File: src/rtl/dsp_sample_scheduler_if.sv
// Bus bundle between the ADC front-end requesters and dsp_sample_scheduler.
// master: the requester/stimulus side; slave: the scheduler itself.
interface dsp_sample_scheduler_if #(
  parameter int width     = 12,
  parameter int channels  = 4,
  parameter int div_width = 8
);
  localparam int chan_w = $clog2(channels);

  logic                       enable;
  logic [div_width-1:0]       div;
  logic [channels-1:0]        req;
  logic [channels*width-1:0]  data_in;
  logic [channels-1:0]        ack;
  logic                       sampl_freq;
  logic signed [width-1:0]    data_out;
  logic [chan_w-1:0]          chan_out;
  logic [15:0]                idle_slots;

  modport master (
    output enable, div, req, data_in,
    input  ack, sampl_freq, data_out, chan_out, idle_slots
  );

  modport slave (
    input  enable, div, req, data_in,
    output ack, sampl_freq, data_out, chan_out, idle_slots
  );
endinterface

File: src/rtl/dsp_sample_scheduler.sv
// Time-multiplexes one DC_Blocker pipeline across `channels` requesters using a
// programmable slot divider and a round-robin arbiter. Optional macro: SCHED_STATS_EN.
module dsp_sample_scheduler #(
  parameter int width     = 12,
  parameter int channels  = 4,
  parameter int div_width = 8
) (
  input  logic                   clk,
  input  logic                   reset,
  dsp_sample_scheduler_if.slave  bus
);
  localparam int chan_w = $clog2(channels);

  localparam logic [0:0] STATE_IDLE = 1'b0;
  localparam logic [0:0] STATE_RUN  = 1'b1;

  localparam logic [chan_w:0]   chan_lim  = (chan_w+1)'(channels);
  localparam logic [chan_w-1:0] chan_last = chan_w'(channels - 1);

  logic [0:0]              state_reg, state_next;
  logic [div_width-1:0]    cnt_reg, cnt_next;
  logic [div_width-1:0]    div_eff;
  logic                    slot;

  logic [chan_w-1:0]       ptr_reg, ptr_next;
  logic [2*channels-1:0]   req_dbl, req_shift;
  logic [channels-1:0]     req_rot;
  logic [chan_w:0]         grant_off, grant_sum;
  logic [chan_w-1:0]       grant_idx;
  logic                    grant_found;
  logic                    grant;

  logic [channels-1:0]     ack_reg, ack_next;
  logic                    sampl_freq_reg;
  logic signed [width-1:0] data_out_reg;
  logic [chan_w-1:0]       chan_out_reg;

  logic signed [width-1:0] data_arr [channels];

  generate
    for (genvar gi = 0; gi < channels; gi++) begin : g_unpack
      assign data_arr[gi] = bus.data_in[gi*width +: width];
    end
  endgenerate

  // div=0 behaves as div=1 so the slot period never collapses to a single cycle.
  always_comb begin
    div_eff = (bus.div == '0) ? div_width'(1) : bus.div;
    slot    = (state_reg == STATE_RUN) && (cnt_reg >= div_eff);
  end

  always_comb begin
    state_next = state_reg;
    cnt_next   = cnt_reg;
    case (state_reg)
      STATE_IDLE: begin
        cnt_next = '0;
        if (bus.enable) begin
          state_next = STATE_RUN;
        end
      end
      STATE_RUN: begin
        cnt_next = slot ? '0 : cnt_reg + 1'b1;
        if (!bus.enable) begin
          state_next = STATE_IDLE;
          cnt_next   = '0;
        end
      end
      default: begin
        state_next = STATE_IDLE;
        cnt_next   = '0;
      end
    endcase
  end

  always_ff @(posedge clk or posedge reset) begin
    if (reset) begin
      state_reg <= STATE_IDLE;
      cnt_reg   <= '0;
    end else begin
      state_reg <= state_next;
      cnt_reg   <= cnt_next;
    end
  end

  // Rotate requests so bit 0 is the channel at ptr; lowest set bit wins.
  always_comb begin
    req_dbl     = {bus.req, bus.req};
    req_shift   = req_dbl >> ptr_reg;
    req_rot     = req_shift[channels-1:0];
    grant_found = 1'b0;
    grant_off   = '0;
    for (int i = channels - 1; i >= 0; i--) begin
      if (req_rot[i]) begin
        grant_found = 1'b1;
        grant_off   = (chan_w+1)'(i);
      end
    end
    grant_sum = {1'b0, ptr_reg} + grant_off;
    if (grant_sum >= chan_lim) begin
      grant_sum = grant_sum - chan_lim;
    end
    grant_idx = grant_sum[chan_w-1:0];
    grant     = slot && grant_found;
    ptr_next  = ptr_reg;
    if (grant) begin
      ptr_next = (grant_idx == chan_last) ? '0 : grant_idx + 1'b1;
    end
  end

  generate
    for (genvar gi = 0; gi < channels; gi++) begin : g_ack
      assign ack_next[gi] = grant && (grant_idx == chan_w'(gi));
    end
  endgenerate

  always_ff @(posedge clk or posedge reset) begin
    if (reset) begin
      ptr_reg        <= '0;
      ack_reg        <= '0;
      sampl_freq_reg <= 1'b0;
      data_out_reg   <= '0;
      chan_out_reg   <= '0;
    end else begin
      ptr_reg        <= ptr_next;
      ack_reg        <= ack_next;
      sampl_freq_reg <= grant;
      if (grant) begin
        data_out_reg <= data_arr[grant_idx];
        chan_out_reg <= grant_idx;
      end
    end
  end

  assign bus.ack        = ack_reg;
  assign bus.sampl_freq = sampl_freq_reg;
  assign bus.data_out   = data_out_reg;
  assign bus.chan_out   = chan_out_reg;

`ifdef SCHED_STATS_EN
  logic [15:0] idle_slots_reg;

  always_ff @(posedge clk or posedge reset) begin
    if (reset) begin
      idle_slots_reg <= '0;
    end else if (slot && !grant_found && (idle_slots_reg != 16'hFFFF)) begin
      idle_slots_reg <= idle_slots_reg + 16'd1;
    end
  end

  assign bus.idle_slots = idle_slots_reg;
`else
  assign bus.idle_slots = '0;
`endif

endmodule

File: src/flat_wrapper.sv
// flat-port wrapper written by rule: the top's interface ports become plain ports
module dsp_sample_scheduler_flat 
#(
  parameter int width     = 12,
  parameter int channels  = 4,
  parameter int div_width = 8
)
  (clk, reset, bus_enable, bus_div, bus_req, bus_data_in, bus_ack, bus_sampl_freq, bus_data_out, bus_chan_out, bus_idle_slots);
  dsp_sample_scheduler_if #(.width(width), .channels(channels), .div_width(div_width)) bus_i ();
  input  logic clk;
  input  logic reset;
  input wire logic [$bits(bus_i.enable)-1:0] bus_enable;
  input wire logic [$bits(bus_i.div)-1:0] bus_div;
  input wire logic [$bits(bus_i.req)-1:0] bus_req;
  input wire logic [$bits(bus_i.data_in)-1:0] bus_data_in;
  output wire logic [$bits(bus_i.ack)-1:0] bus_ack;
  output wire logic [$bits(bus_i.sampl_freq)-1:0] bus_sampl_freq;
  output wire logic [$bits(bus_i.data_out)-1:0] bus_data_out;
  output wire logic [$bits(bus_i.chan_out)-1:0] bus_chan_out;
  output wire logic [$bits(bus_i.idle_slots)-1:0] bus_idle_slots;
  assign bus_i.enable = bus_enable;
  assign bus_i.div = bus_div;
  assign bus_i.req = bus_req;
  assign bus_i.data_in = bus_data_in;
  assign bus_ack = bus_i.ack;
  assign bus_sampl_freq = bus_i.sampl_freq;
  assign bus_data_out = bus_i.data_out;
  assign bus_chan_out = bus_i.chan_out;
  assign bus_idle_slots = bus_i.idle_slots;
  dsp_sample_scheduler #(.width(width), .channels(channels), .div_width(div_width)) u_core (.clk(clk), .reset(reset), .bus(bus_i));
endmodule
File: config.mk
export PLATFORM = sky130hd
export DESIGN_NAME = dsp_sample_scheduler_flat
export DESIGN_NICKNAME = d
export VERILOG_FILES = /design/src/rtl/dsp_sample_scheduler_if.sv /design/src/rtl/dsp_sample_scheduler.sv /design/src/flat_wrapper.sv
export SDC_FILE = /design/constraint.sdc
export NUM_CORES = 1
export LEC_CHECK = 0
export ABC_AREA = 1
export CAP_MARGIN = 10
export CORE_AREA = 5 5 79 81
export CTS_BUF_LIST = sky130_fd_sc_hd__clkbuf_8
export DETAILED_ROUTE_END_ITERATION = 8
export DIE_AREA = 0 0 84 86
export PLACE_DENSITY = 0.79
export SYNTH_ARGS = -nofsm -noshare
export SYNTH_HDL_FRONTEND = slang
export SYNTH_SLANG_ARGS = --single-unit
File: constraint.sdc
create_clock -name clk -period 3.03 [get_ports clk]
set_input_delay 0.7575 -clock clk [delete_from_list [all_inputs] [get_ports clk]]
set_output_delay 0.7575 -clock clk [all_outputs]
set_load 0.01 [all_outputs]
* Word level (Yosys, flattened, before mapping)
Cells that the tools add are included.
** Storage, ports and cells
- Bits in registers :: 30
- Output and inout bits :: 35
- Word-level logic and storage cells :: 46
** Operators by class
- Add/sub/neg operators :: 4
- Order comparisons :: 3
- Eq/ne operators :: 3
- Shift-type cells :: 1
- Multiplexer cells :: 18
- Bitwise operators :: 2
- Reductions and logical operators :: 8
** Operators with widths (number)
- $bmux 12 s2 :: 1
- $mux 12 :: 2
- $mux 8 :: 3
- $pmux 8 s2 :: 1
- $mux 3 :: 3
- $add 8x1->8 const B :: 1
- $ge 8x8->1 :: 1
- $logic_not 8->1 :: 1
- $shr 8x2->4 :: 1
- $ge 3x3->1 const B :: 2
- $logic_and 1x1->1 :: 6
- $mux 2 :: 3
- $mux 1 :: 5
- $eq 2x2->1 const B :: 2
- $add 2x3->3 :: 1
- $not 2->3 :: 1
- $add 2x1->2 const B :: 1
- $eq 2x1->1 const B :: 1
- $logic_not 2->1 :: 1
- $sub 2x1->2 const B :: 1
- $not 1->1 :: 1

* Depth between registers and ports, before layout
Gate-level depths: netlist of run 1.
- Depth in word-level cells :: 12
- Gate-level depth with buffers :: 16
- Depth with buffers taken out :: 15

* Least setup slack after synthesis of run 1
Ideal clock, no wire load.
- Path kind :: input port to flip-flop
- Start :: in bus_req[1]
- End :: reg u_core.ptr_reg[1]
- Setup time :: 0.126 ns
- Arrival time :: 2.435 ns
- Path slack :: 0.468 ns
- Stages :: 14
- Path buffers :: 1
- Cells stage by stage :: nand2_1 nand3_1 nand2_1 nand3_1 a21boi_0 ha_1 xor2_2 inv_1 nand3_4 nand2_4 buf_8 ha_1 nand2_1 o21ai_0
** Between the ends
- Longest elaborated chain between the ends :: 10
** Ends and longest elaborated chain
- start: declaration :: RTL line flat_wrapper.sv:14 : input wire logic [$bits(bus_i.req)-1:0] bus_req;
- $shr 8x2->4 (*) :: RTL line dsp_sample_scheduler.sv:89 : req_shift = req_dbl >> ptr_reg;
- $mux 2 :: RTL line dsp_sample_scheduler.sv:94 : if (req_rot[i]) begin
- $mux 3 (2 in a row) :: RTL line dsp_sample_scheduler.sv:94
- $mux 3 (*) :: RTL line dsp_sample_scheduler.sv:94
- $add 2x3->3 (*) :: RTL line dsp_sample_scheduler.sv:99 : grant_sum = {1'b0, ptr_reg} + grant_off;
- $ge 3x3->1 / $sub 2x1->2 (equally long branches) :: RTL line dsp_sample_scheduler.sv:100, dsp_sample_scheduler.sv:101
- $mux 2 (*) :: RTL line dsp_sample_scheduler.sv:100 : if (grant_sum >= chan_lim) begin
- via u_core.grant_sum[1] :: RTL line dsp_sample_scheduler.sv:28 : logic [chan_w:0] grant_off, grant_sum;
- $add 2x1->2 / $eq 2x2->1 (equally long branches) :: RTL line dsp_sample_scheduler.sv:107 : ptr_next = (grant_idx == chan_last) ? '0 : grant_idx + 1'b1;
- $mux 2 (*) :: RTL line dsp_sample_scheduler.sv:107
- end signal: assignment :: RTL line dsp_sample_scheduler.sv:125 : ptr_reg <= ptr_next;
- end: declaration :: RTL line dsp_sample_scheduler.sv:25 : logic [chan_w-1:0] ptr_reg, ptr_next;
Mark *: on every way through the listed nets, which the timed path passes. The rest lies on a longest branch.
A chain may end at the register's enable or synchronous reset.

* Worst setup path after layout of run 1
- Start :: in bus_div[6]
- End :: reg u_core.data_out_reg[9] (netlist: u_core.bus.data_out[9])
** Between the ends
- Longest elaborated chain between the ends :: 5
** Ends and longest elaborated chain
- start: declaration :: RTL line flat_wrapper.sv:13 : input wire logic [$bits(bus_i.div)-1:0] bus_div;
- $logic_not 8->1 :: RTL line dsp_sample_scheduler.sv:48 : div_eff = (bus.div == '0) ? div_width'(1) : bus.div;
- $mux 8 (*) :: RTL line dsp_sample_scheduler.sv:48
- $ge 8x8->1 (*) :: RTL line dsp_sample_scheduler.sv:49 : slot = (state_reg == STATE_RUN) && (cnt_reg >= div_eff);
- $logic_and 1x1->1 (*) :: RTL line dsp_sample_scheduler.sv:49
- $logic_and 1x1->1 (*) :: RTL line dsp_sample_scheduler.sv:104 : grant = slot && grant_found;
- end signal: assignment :: RTL line dsp_sample_scheduler.sv:129 : data_out_reg <= data_arr[grant_idx];
- end: declaration :: RTL line dsp_sample_scheduler.sv:35 : logic signed [width-1:0] data_out_reg;
Every way passes the cells marked *; elsewhere a longest branch is shown, timed or not.

==> run metrics, run 1 <==
WP data arrival 3000 ps; Post-synth EDFFs 0; fraction of layout cells with a size suffix above 1 13.0%; f_max 360 MHz; PwrDens 527 nW/um^2; Sink Count 30; num rows 27; nets 430; sequential fraction of the synthesis area 32.6%; Setup-failing EPs final 0; RSZ-0062 raised after global routing false; antenna-violating nets left 0; Initial Util 42.7%; WL/cell 12.5 um; drt total wl 5.33 mm; synthesized flop and latch total 30; global-route wire length before repair 8.84 mm; library cells used by synthesis 36; Worst Clk Skew 6.73 ps; worst skew pair latency 280 ps; total gr overflow 0; yosys warns 0; post-cts hold buffer count 0; # fillers 473; DRC Markers 0; Final Hold Viols 0; hpwl dp 4.37 mm; # Post-CTS Setup Buffers 0; Final min period 2780 ps; largest net degree at the start of global routing 31; Detailed Routing Iterations Pass 1 4; register area 751 um^2; CTS buffer count 5; Synth Cell Area 2310 um^2; most common cell after layout, fill and taps aside clkdlybuf4s50_1; gr usage total 15.1%; clock-pin slew on the worst setup and hold paths 60 ps; H-Tree Depth 2; Placer Congestion 0.798; Inserted Diodes 0; WP data required 3250 ps; Largest register FFs 12; Die W 84 um; max capacitance violation total 0; Multi-input gate area 1290 um^2; synthesized area per cell 8.54 um^2; core area 5410 um^2; leakage 1.59 nW; synthesized netlist cell count 270; initial drt markers 98; status complete, no violations; crit path max fanout 16; CTS resizes 0; Core Util, Final 59.4%; vias in the first global route 2048; Die Area 7220 um^2; Peak VDD IR 0.270 mV; top_reg_cell synth dfrtp_1; Final Max Tran Viols 0; P&R area growth vs syn 39.2%; PortBufs 81; antenna violations before repair 0; async set or reset register ratio after synthesis 100%; root buffer selected by CTS clkbuf_8; IO Count 98; worst setup path category primary input to register; Worst setup SP type primary input; clock buffer depth 2; Die Ht 86 um; commonest non-fill, non-tap cells in the layout clkdlybuf4s50_1 (81), nand2_1 (55), nand3_1 (31), dfrtp_1 (30), inv_1 (25); Vias/cell 4.77; worst min path class register to register; Vias 2030; CTS tree built; Overall Power 1.69 mW; fin crit share 91.7%; Critical Path End Type register
-- routing by layer --
| metal | vias up | part of all wire (%) | GRT usage (%) |
|---|---|---|---|
| li1 | 1013 | - | - |
| met1 | 938 | 38 | 15.4 |
| met2 | 73 | 52 | 28.4 |
| met3 | 6 | 8.8 | 5.38 |
| met4 | 0 | 1.2 | 4.97 |
| met5 | - | 0 | 0 |
-- synth_stat cells (5+ instances only) --
| library cell | instances | area share [%] |
|---|---|---|
| nand2_1 | 55 | 9.0 |
| nand3_1 | 31 | 6.7 |
| dfrtp_1 | 30 | 33 |
| inv_1 | 25 | 4.1 |
| mux2i_1 | 24 | 10 |
| buf_4 | 16 | 5.2 |
| ha_1 | 14 | 7.6 |
| nand2_2 | 14 | 3.8 |
| nor2_1 | 12 | 2.0 |
| buf_6 | 6 | 2.9 |
| nand3_2 | 5 | 2.2 |
-- metrics by stage --
step / setup WS (ps) / hold slack (ps) / area [um^2] / instances / TNS [ps]
2_1_floorplan: 468 / 455 / 2360 / 285 / 0
3_3_place_gp: 67.1 / 461 / 3100 / 418 / 0
3_5_place_dp: -61.7 / 465 / 3100 / 418 / -455
4_1_cts: 226 / 482 / 3210 / 426 / 0
5_1_grt: 82.0 / 503 / 3210 / 426 / 0
6_report: 251 / 477 / 3210 / 426 / 0
-- path summary, 6_finish.rpt --
path | from | depth (start not counted) | endpoint | slack (ps)
min reg2reg | u_core.bus.data_out[4] | 2 | u_core.bus.data_out[4] | 480
min in group asynchronous | reset | 3 | u_core.bus.sampl_freq | 840
max in group asynchronous | reset | 3 | u_core.state_reg | 1900
max reg2reg | u_core.ptr_reg[0] | 14 | u_core.ptr_reg[1] | 660
max | bus_div[6] | 10 | u_core.bus.data_out[9] | 250
min | u_core.bus.data_out[4] | 2 | u_core.bus.data_out[4] | 480
-- layout make-up --
class | instances | share of cell area (%)
tap | 72 | 2.81
multi-input combinational | 202 | 40.2
timing repair buffer | 86 | 26.8
sequential | 30 | 23.4
inverter | 28 | 3.35
clock inverter | 3 | 1.25
clock buffer | 5 | 2.14
-- report_power, final --
part / switching (mW) / internal [mW] / total [mW]
combinational: 0.438 / 0.395 / 0.832
sequential: 0.0320 / 0.439 / 0.471
clock: 0.146 / 0.241 / 0.387
total: 0.616 / 1.07 / 1.69
-- worst max-delay path, stage by stage --
cell	delay, ps
clkdlybuf4s50_1	420
nor4_1	370
a41o_1	250
ha_1	130
nand4_1	110
nand3_1	200
nand2_1	140
nor2_4	380
nand3_1	140
nand2_1	80
-- kinds of logic (layout without fill, tap and decap cells) --
group           count (synthesis)  in the layout  synth area share (%)
compound gates                  9              9                  2.60
xor+xnor                        5              5                  2.23
fa+ha+maj                      14             14                  7.60
buf+inv                        53            122                  13.9
flops                          30             30                  32.6
mux                            24             24                  10.4
other cells                     1             16                 0.163
simple gates                  134            134                  30.5
No activity file was read; power rests on OpenSTA's default activity.
==> run 2: changes to the inputs <==
--- a/config.mk
+++ b/config.mk
@@ -9,9 +9,11 @@
 export CAP_MARGIN = 10
 export CORE_AREA = 5 5 79 81
 export CTS_BUF_LIST = sky130_fd_sc_hd__clkbuf_8
+export CTS_CLUSTER_DIAMETER = 80
 export DETAILED_ROUTE_END_ITERATION = 8
 export DIE_AREA = 0 0 84 86
 export PLACE_DENSITY = 0.79
 export SYNTH_ARGS = -nofsm -noshare
 export SYNTH_HDL_FRONTEND = slang
 export SYNTH_SLANG_ARGS = --single-unit
+export TNS_END_PERCENT = 10
==> results of run 2 <==
Final layout, timing and power as in run 1 (identical DEF).
==> run 3: changes to the inputs <==
--- a/config.mk
+++ b/config.mk
@@ -12,7 +12,9 @@
 export CTS_CLUSTER_DIAMETER = 80
 export DETAILED_ROUTE_END_ITERATION = 8
 export DIE_AREA = 0 0 84 86
+export GPL_TIMING_DRIVEN = 0
 export PLACE_DENSITY = 0.79
+export REMOVE_ABC_BUFFERS = 1
 export SYNTH_ARGS = -nofsm -noshare
 export SYNTH_HDL_FRONTEND = slang
 export SYNTH_SLANG_ARGS = --single-unit
==> constraint.sdc (replaced) <==
create_clock -name clk -period 3.03 [get_ports clk]
set_input_delay 0.7575 -clock clk [delete_from_list [all_inputs] [get_ports clk]]
set_output_delay 0.7575 -clock clk [all_outputs]
set_load 0.005 [all_outputs]
==> run 3 against run 2 <==
Via count down 1.1%. Clock power fell by 17%. Die area did not move. Combinational power fell by 3.8%. Non-clock buffer count did not move. Sequential power hardly changed. Cell count unchanged. Hold slack about the same. Sequential share of layout area is 0.11 points lower. First-iteration DRC count is 47% lower. Register-to-register slack got worse by 120 ps. Critical path type unchanged.
==> run metrics, run 3 (synthesis results as in run 1) <==
status complete, no violations (unchanged); Die Area 7220 um^2 (unchanged); WP data required 3180 ps (was 3250 ps); CTS buffer count 5 (unchanged); design area 3220 um^2 (was 3210 um^2); num rows 27 (unchanged); Vias 2008 (was 2030); Critical Path End Type register (unchanged); commonest non-fill, non-tap cells in the layout clkdlybuf4s50_1 (81), nand2_1 (55), nand3_1 (31), dfrtp_1 (30), inv_1 (26) (was clkdlybuf4s50_1 (81), nand2_1 (55), nand3_1 (31), dfrtp_1 (30), inv_1 (25)); Final Hold Viols 0 (unchanged); crit path max fanout 15 (was 16); DRC Markers 0 (unchanged); WP data arrival 2920 ps (was 3000 ps); Worst Clk Skew 3.11 ps (was 6.73 ps); Inserted Diodes 0 (unchanged); DP Area 3050 um^2 (was 3100 um^2); initial drt markers 52 (was 98); Setup TNS 0 ps (unchanged); global-route wire length before repair 8.67 mm (was 8.84 mm); fraction of layout cells with a size suffix above 1 13.3% (was 13.0%); root buffer selected by CTS clkbuf_8 (unchanged); Largest register FFs 12 (unchanged); core area 5410 um^2 (unchanged); worst setup path category primary input to register (unchanged); Setup-failing EPs final 0 (unchanged); P&R area growth vs syn 39.8% (was 39.2%); Die W 84 um (unchanged); hpwl dp 4.18 mm (was 4.37 mm); drt total wl 5.19 mm (was 5.33 mm); hold slack 477 ps (about the same); IO Count 98 (unchanged); PortBufs 81 (unchanged); Worst setup SP type primary input (unchanged); max capacitance violation total 0 (unchanged); worst skew pair latency 280 ps (about the same); nets 430 (unchanged); Final min period 2780 ps (about the same); Vias/cell 4.71 (was 4.77); Sink Count 30 (unchanged); Final Max Tran Viols 0 (unchanged); largest net degree at the start of global routing 31 (unchanged); worst min path class register to register (unchanged); clock buffer depth 2 (unchanged); Core Util, Final 59.7% (was 59.4%); antenna violations before repair 0 (unchanged); Detailed Routing Iterations Pass 1 4 (unchanged); Placer Congestion 0.816 (was 0.798); Initial Util 42.7% (unchanged); placed cells 413 (was 418); Peak VDD IR 0.260 mV (was 0.270 mV); f_max 360 MHz (about the same); total gr overflow 0 (unchanged); H-Tree Depth 2 (unchanged); Post-Layout Cell Count 426 (unchanged); clock-pin slew on the worst setup and hold paths 60 ps (about the same); fin crit share 91.7% (about the same); PwrDens 494 nW/um^2 (was 527 nW/um^2); CTS tree built (unchanged); post-cts hold buffer count 0 (unchanged); antenna-violating nets left 0 (unchanged); vias in the first global route 2060 (was 2048); WL/cell 12.2 um (was 12.5 um); most common cell after layout, fill and taps aside clkdlybuf4s50_1 (unchanged); RSZ-0062 raised after global routing false (unchanged); Die Ht 86 um (unchanged); gr usage total 14.7% (was 15.1%); leakage 1.59 nW (about the same)
==> run 3: worst paths after layout <==
path | from | slack [ps] | to | depth (start not counted)
min in group asynchronous | reset | 810 | u_core.bus.sampl_freq | 2
max in group asynchronous | reset | 1750 | u_core.bus.data_out[1] | 3
hold / removal | u_core.bus.data_out[10] | 480 | u_core.bus.data_out[10] | 2
hold reg to reg | u_core.bus.data_out[10] | 480 | u_core.bus.data_out[10] | 2
setup / recovery | bus_req[3] | 250 | u_core.ptr_reg[1] | 14
setup reg to reg | u_core.ptr_reg[0] | 540 | u_core.ptr_reg[1] | 14
==> run 3: stage by stage <==
stage / power, mW / setup slack, ps
CTS: 1.58 / 54.6
detailed placement: 1.25 / -610
global route: 1.73 / 54.1
finish: 1.59 / 252
floorplan: 1.01 / 211
global placement: 1.24 / -593
==> run 3: per-layer routing <==
metal / share of wire, % / GRT usage, % / vias to the layer above / wire [um]
met3: 12 / 7.20 / 12 / 637
met4: 1.6 / 5.70 / 0 / 82
met1: 38 / 14.5 / 905 / 1980
met2: 48 / 26.6 / 86 / 2490
met5: 0 / 0 / - / 0
li1: - / - / 1005 / -
==> run 3: final cells by class <==
class,instances,area (um^2)
clock buffers,6,82.6
clock inverters,2,8.76
fillers,514,2180
inverters,28,108
multi-input cells,202,1320
flip-flops and latches,30,751
well taps,72,90.1
repair buffers,86,868
==> run 3: repair_timing <==
item                                    CTS  global route
resized for setup                         1             4
buffers inserted                          0             4
pin swaps                                 0             1
endpoints found under the setup margin   19            13
==> run 3: report_power, final <==
part | total, mW | internal [mW] | switching, mW
logic | 0.800 | 0.383 | 0.418
clock network | 0.322 | 0.179 | 0.143
registers | 0.471 | 0.439 | 0.0326
==> run 3: worst max-delay path, cell delays in order <==
cell             delay, ps
clkdlybuf4s50_1        430
nand2_1                110
nand3_1                 80
nand2_1                120
nand3_1                100
a21boi_2               180
ha_4                   160
xor2_2                 200
inv_1                  110
nand3_4                140
nand2_8                120
ha_1                   290
nand2_1                 60
o21ai_0                 60
